### config.mk
export PLATFORM = sky130hd
export DESIGN_NAME = muladd_dot_seq
export DESIGN_NICKNAME = d
export VERILOG_FILES = /design/src/rtl/muladd_dot_seq.sv
export SDC_FILE = /design/constraint.sdc
export NUM_CORES = 1
export LEC_CHECK = 0
export BUFFER_PORTS_ARGS = -buffer_cell sky130_fd_sc_hd__buf_2
export CAP_MARGIN = 20
export CORE_UTILIZATION = 28
export CTS_CLUSTER_DIAMETER = 120
export DETAILED_ROUTE_END_ITERATION = 7
export GPL_TIMING_DRIVEN = 0
export HOLD_SLACK_MARGIN = 0.08
export PLACE_DENSITY = 0.56
export RECOVER_POWER = 25
export SETUP_SLACK_MARGIN = 0.02
export SLEW_MARGIN = 20
export SYNTH_ARGS = -nofsm -noshare
export SYNTH_HDL_FRONTEND = slang
export SYNTH_SLANG_ARGS = --single-unit
### constraint.sdc
create_clock -name UserCLK -period 4.6 [get_ports UserCLK]
set_input_delay 0.23 -clock UserCLK [delete_from_list [all_inputs] [get_ports UserCLK]]
set_output_delay 0.23 -clock UserCLK [all_outputs]
set_load 0.05 [all_outputs]
### src/rtl/muladd_dot_seq.sv
// Sequencer driving one MULADD BEL (ConfigBits 6'b101000: ACC feedback, unsigned,
// Q = ACC) as an unsigned 8x8 dot-product engine with valid/ready job and result ports.
module muladd_dot_seq #(
    parameter int LEN_W = 5
) (
    input  logic             UserCLK,
    input  logic             rst,
    input  logic             start,
    input  logic [LEN_W-1:0] len,
    input  logic             abort,
    output logic             busy,
    input  logic             in_valid,
    output logic             in_ready,
    input  logic [7:0]       in_a,
    input  logic [7:0]       in_b,
    output logic             res_valid,
    input  logic             res_ready,
    output logic [19:0]      res_q,
    output logic [7:0]       mac_a,
    output logic [7:0]       mac_b,
    output logic             mac_clr,
    input  logic [19:0]      mac_q
);

    typedef enum logic [2:0] {
        S_IDLE   = 3'd0,
        S_CLEAR  = 3'd1,
        S_ACCUM  = 3'd2,
        S_DRAIN  = 3'd3,
        S_RESULT = 3'd4
    } state_t;

    state_t           state_q, state_d;
    logic [LEN_W-1:0] cnt_q, cnt_d;
    logic [19:0]      res_d;
    logic             valid_q, valid_d;
    logic             clr_q, clr_d;
    logic             busy_q, busy_d;
    logic             in_accum;
    logic             xfer;

    assign in_accum = (state_q == S_ACCUM);
    // Abort blocks the in-flight pair, so it must neither handshake nor reach the BEL.
    assign in_ready = in_accum & ~abort;
    assign xfer     = in_ready & in_valid;

    assign mac_a     = xfer ? in_a : 8'd0;
    assign mac_b     = xfer ? in_b : 8'd0;
    assign mac_clr   = clr_q;
    assign busy      = busy_q;
    assign res_valid = valid_q;

    always_comb begin
        state_d = state_q;
        cnt_d   = cnt_q;
        res_d   = res_q;
        valid_d = valid_q;
        clr_d   = 1'b0;
        if (abort && (state_q != S_IDLE)) begin
            state_d = S_IDLE;
            valid_d = 1'b0;
        end else begin
            case (state_q)
                S_IDLE: begin
                    if (start) begin
                        if (len != '0) begin
                            cnt_d   = len;
                            clr_d   = 1'b1;
                            state_d = S_CLEAR;
                        end else begin
                            res_d   = 20'd0;
                            valid_d = 1'b1;
                            state_d = S_RESULT;
                        end
                    end
                end
                S_CLEAR: begin
                    state_d = S_ACCUM;
                end
                S_ACCUM: begin
                    if (xfer) begin
                        cnt_d = cnt_q - LEN_W'(1);
                        if (cnt_q == LEN_W'(1)) begin
                            state_d = S_DRAIN;
                        end
                    end
                end
                S_DRAIN: begin
                    // The last product landed in ACC at the previous edge; Q now shows it.
                    res_d   = mac_q;
                    valid_d = 1'b1;
                    state_d = S_RESULT;
                end
                S_RESULT: begin
                    if (res_ready) begin
                        valid_d = 1'b0;
                        state_d = S_IDLE;
                    end
                end
                default: begin
                    state_d = S_IDLE;
                    valid_d = 1'b0;
                end
            endcase
        end
        busy_d = (state_d != S_IDLE);
    end

    always_ff @(posedge UserCLK or posedge rst) begin
        if (rst) begin
            state_q <= S_IDLE;
            cnt_q   <= '0;
            res_q   <= 20'd0;
            valid_q <= 1'b0;
            clr_q   <= 1'b0;
            busy_q  <= 1'b0;
        end else begin
            state_q <= state_d;
            cnt_q   <= cnt_d;
            res_q   <= res_d;
            valid_q <= valid_d;
            clr_q   <= clr_d;
            busy_q  <= busy_d;
        end
    end

endmodule

# --- Word level (Yosys, flattened, before mapping) ---
# Cells that the tools add are included.
# Widths: inputs -> output; s select.
classes:
  n_addsub: 1
  n_mul: 0
  div: 0
  magnitude_cmp: 0
  n_eq_ne: 13
  shift: 0
  muxes: 25
  n_bitwise: 4
  n_reduce_logical: 11
ops:
  columns: ["cell", "count"]
  rows:
  - ["$mux 20", 2]
  - ["$pmux 20 s2", 1]
  - ["$mux 3", 6]
  - ["$mux 8", 2]
  - ["$mux 5", 3]
  - ["$pmux 3 s5", 1]
  - ["$pmux 5 s2", 1]
  - ["$ne 3x3->1 const B", 3]
  - ["$mux 1", 8]
  - ["$reduce_and 4->1", 2]
  - ["$eq 3x2->1 const B", 2]
  - ["$ne 2x2->1 const B", 3]
  - ["$reduce_bool 3->1", 2]
  - ["$eq 5x1->1 const B", 1]
  - ["$reduce_and 5->1", 1]
  - ["$reduce_bool 5->1", 1]
  - ["$sub 5x1->5 const B", 1]
  - ["$ne 2x1->1 const B", 2]
  - ["$pmux 1 s4", 1]
  - ["$reduce_bool 2->1", 2]
  - ["$eq 3x1->1 const B", 1]
  - ["$eq 3x3->1 const B", 1]
  - ["$logic_not 3->1", 1]
  - ["$and 1x1->1", 2]
  - ["other kinds (3)", 4]
totals:
  register_bits: 31
  latch_bits: 0
  ramBits: 0
  rom_bits: 0
  inputBits: 47
  output_inout_bits: 40
  word_cells: 60
  memories: 0

# --- Logic depth before layout (Yosys ltp) ---
logic_depth:
  ltp_word: 7
  depth_mapped: 6
  mapped_depth_nobuf: 5

# --- Least setup slack after synthesis ---
# No wires, ideal clock.
synth_timing:
  path_kind: "register to output"
  start: "reg state_q[0]"
  end: "out mac_a[5]"
  arrival_ns: 1.935
  required_time_ns: 4.370
  slack_ns: 2.435
  path_stages_with_launch: 4
  path_buffers: 1
  cell_sequence: "dfrtp_1 -> nor4b_4 -> clkbuf_1 -> and3_1"
synth_via:
  elab_chain_len: 4
synth_lines:
  columns: ["element", "line_no", "rtl"]
  rows:
  - ["from (decl)", "33", "state_t state_q, state_d;"]
  - ["from (signal assigned)", "118", "state_q <= state_d;"]
  - ["$eq 3x2->1", "42", "assign in_accum = (state_q == S_ACCUM);"]
  - ["$and 1x1->1", "44", "assign in_ready = in_accum & ~abort;"]
  - ["net in_ready", "13", "output logic in_ready,"]
  - ["$and 1x1->1", "45", "assign xfer = in_ready & in_valid;"]
  - ["$mux 8", "47", "assign mac_a = xfer ? in_a : 8'd0;"]
  - ["to (decl)", "19", "output logic [7:0] mac_a,"]
# The timed path passes the listed nets, and every way through them passes these cells.

# --- Worst setup path after layout ---
layout_timing:
  start: "reg state_q[1]"
  end: "out mac_b[1]"
layout_via:
  elab_chain_len: 4
layout_lines:
  columns: ["element", "line_no", "rtl"]
  rows:
  - ["$eq 3x2->1", "42", null]
  - ["$and 1x1->1", "44", null]
  - ["$and 1x1->1", "45", null]
  - ["$mux 8", "48", "assign mac_b = xfer ? in_b : 8'd0;"]
  - ["to (decl)", "20", "output logic [7:0] mac_b,"]
# No other way between the ends.

==> flow_summary.json <==
{
  "setup.worst_path.start": "state_q[1]$_DFF_PP0_",
  "initial_utilization_pct": 29.9,
  "grt_start_max_net_pins": 32,
  "fin_nets": 284,
  "synth_ff_type": "dfrtp_1",
  "antenna_found_initial": 0,
  "drc_errors": 0,
  "ys_async_sr_fraction_pct": 100,
  "placed_cell_area_um2": 2080,
  "critical_path.max_fanout": 10,
  "drv_slew": 0,
  "hold_class": "input port to flip-flop",
  "hold_ws_ns": 0.167,
  "root_buffer": "clkbuf_8",
  "syn_area_um2": 1560,
  "wl_per_cell_um": 13.4,
  "finalSetupViolations": 0,
  "dr.pass1.iters": 4,
  "synth_cells": 142,
  "rows": 26,
  "status": "finished clean",
  "clock-sinks": 31,
  "track_usage_pct": 14.2,
  "final.min_clock_period_ns": 2.17,
  "r2r_slack_ns": 2.72,
  "worstMarginPinSlew_ns": 1.19,
  "wl_um": 4100,
  "vias_per_cell": 4.78,
  "drive_gt1_share_pct": 43.6,
  "startpoint_type": "flip-flop",
  "grt_pass1_vias": 1394,
  "die_w_um": 76.7,
  "p_leak_nw": 1.21,
  "dieArea_um2": 5890,
  "synth_seq_cells": 31,
  "htree_levels": 2,
  "relSlewSlack_pct": 20.7,
  "grt_overflow": 0,
  "skew_ns": 0.00821,
  "fp.dieH_um": 76.7,
  "critical_path_class": "flip-flop to output port",
  "coreArea_um2": 5240,
  "avgSynthCellArea_um2": 11.0,
  "insertion_delay_ns": 0.28,
  "fill_cells": 541,
  "port_buffers": 85,
  "vias": 1462,
  "r2r_start": "state_q[0]$_DFF_PP0_",
  "hold_start": "mac_q[19]",
  "clk_pin_slew_ns": 0.06,
  "area_growth_pct": 39.0,
  "yosysUniqueCellTypes": 42,
  "cp_data_required_time_ns": 4.37,
  "hpwl_um": 3020,
  "ir_drop_mv": 0.315,
  "stdcell_area_um2": 2170,
  "drt_iter0_markers": 34,
  "rsz0062_at_grt": "no",
  "cts_buffer_depth": 2,
  "antenna_left": 0,
  "cts_buffers": 5,
  "synth-edff-count": 0,
  "n_antenna_cell": 0,
  "hold_viol_final": 0,
  "worst_setup_path_end_kind": "output port",
  "grt_pass1_wl_um": 6640,
  "fin_crit_sh_pct": 47.2,
  "seq_area_um2": 776,
  "crit_arrival_ns": 1.94,
  "ys_seq_area_share_pct": 49.6,
  "cap_violations": 0,
  "ctsResizeCount": 0,
  "clock.fmax_mhz": 460,
  "power_density_nw_per_um2": 684,
  "synth_nets": 191,
  "gp_congestion": 0.830,
  "finalSetupTns_ns": 0,
  "tritoncts": "built",
  "post_cts_buffers": 0,
  "multiInputGateArea_um2": 702,
  "yosysWarnings": 0,
  "io_pins": 87
}
## synth_stat cells (2+ instances only)
cell type,instances,area [µm²]
inv_1,4,15.0
and3_1,17,106
nand2_1,5,18.8
nand2b_1,4,25.0
o21ai_0,5,25.0
dfrtp_1,31,776
nor2b_1,2,12.5
clkbuf_1,5,18.8
ha_1,2,25.0
nor3_1,5,25.0
nor2_1,6,22.5
a22o_1,19,166
buf_2,3,15.0
o221ai_1,2,17.5
buf_6,2,22.5
a21oi_1,4,20.0
## metrics by stage
step | util [%] | cells | total power [mW] | setup WS (ns)
floorplan | - | 142 | 1.08 | 2.44
global placement | 39.7 | 297 | 1.27 | 2.73
detailed placement | 39.7 | 297 | 1.26 | 2.74
CTS | 41.8 | 306 | 1.51 | 2.44
global route | 41.5 | 306 | 1.57 | 2.26
finish | 41.5 | 306 | 1.49 | 2.43
## flip-flops by register name, summed over array words and instances, names as in the netlist
name	cells
busy	1
cnt_q	5
mac_clr	1
res_q	20
res_valid	1
state_q	3
## layout make-up
class / instances / share of cell area, %
Timing Repair Buffer: 86 / 19.9
Buffer: 11 / 2.76
Clock buffer: 8 / 4.61
Inverter: 4 / 0.691
Multi-Input combinational cell: 96 / 32.3
Sequential cell: 31 / 35.7
Tap cell: 70 / 4.03
## cells by family after synthesis
kind of cell | count (synthesis) | share of synthesized area, %
XOR/XNOR | 1 | 0.560
AO/OA/AOI/OAI | 43 | 22.2
flip-flops | 31 | 49.6
adder cells (fa/ha/maj) | 2 | 1.60
AND/OR/NAND/NOR | 49 | 20.3
multiplexers | 1 | 0.720
buffers and inverters | 15 | 5.04
## placed cells by master (no fill, tap or decap), drive strengths merged, types with 2 or more instances in the layout
cell type	n
a21oi	4
a22o	20
and3	17
buf	88
clkbuf	16
dfrtp	31
ha	2
inv	4
nand2	5
nand2b	4
nor2	7
nor2b	2
nor3	5
o21ai	5
o21bai	2
o221ai	2
## final timing paths
kind                                          to  cells past startpoint
max                                     mac_b[1]                      5
min reg2reg                 res_q[1]$_DFFE_PP0P_                      1
min                        res_q[19]$_DFFE_PP0P_                      2
min in group asynchronous   cnt_q[2]$_DFFE_PP0P_                      3
max in group asynchronous         busy$_DFF_PP0_                      3
max reg2reg                 res_q[0]$_DFFE_PP0P_                      5
## routing by layer
layer | vias to the layer above | wire length, µm | global-route usage [%]
li1 | 712 | - | -
met4 | 0 | 55 | 5.19
met2 | 26 | 2060 | 23.7
met3 | 7 | 133 | 3.69
met5 | - | 0 | 0
met1 | 717 | 1850 | 17.4
## where the power goes
part	internal (mW)	switching [mW]
combinational	0.227	0.554
clock	0.136	0.0977
sequential	0.398	0.0741
total	0.761	0.726
## worst max-delay path, stage by stage (launching register included)
cell      delay [ns]
dfrtp_1         0.32
buf_2           0.19
nor4b_4         0.39
clkbuf_1        0.30
and3_1          0.21
buf_2           0.27
## timing repair
item,4_1_cts,5_1_grt
hold buffers,1,0
endpoints found under the hold margin,31,0
endpoints found under the setup margin,0,0
Power figures use the tool's default switching activity.
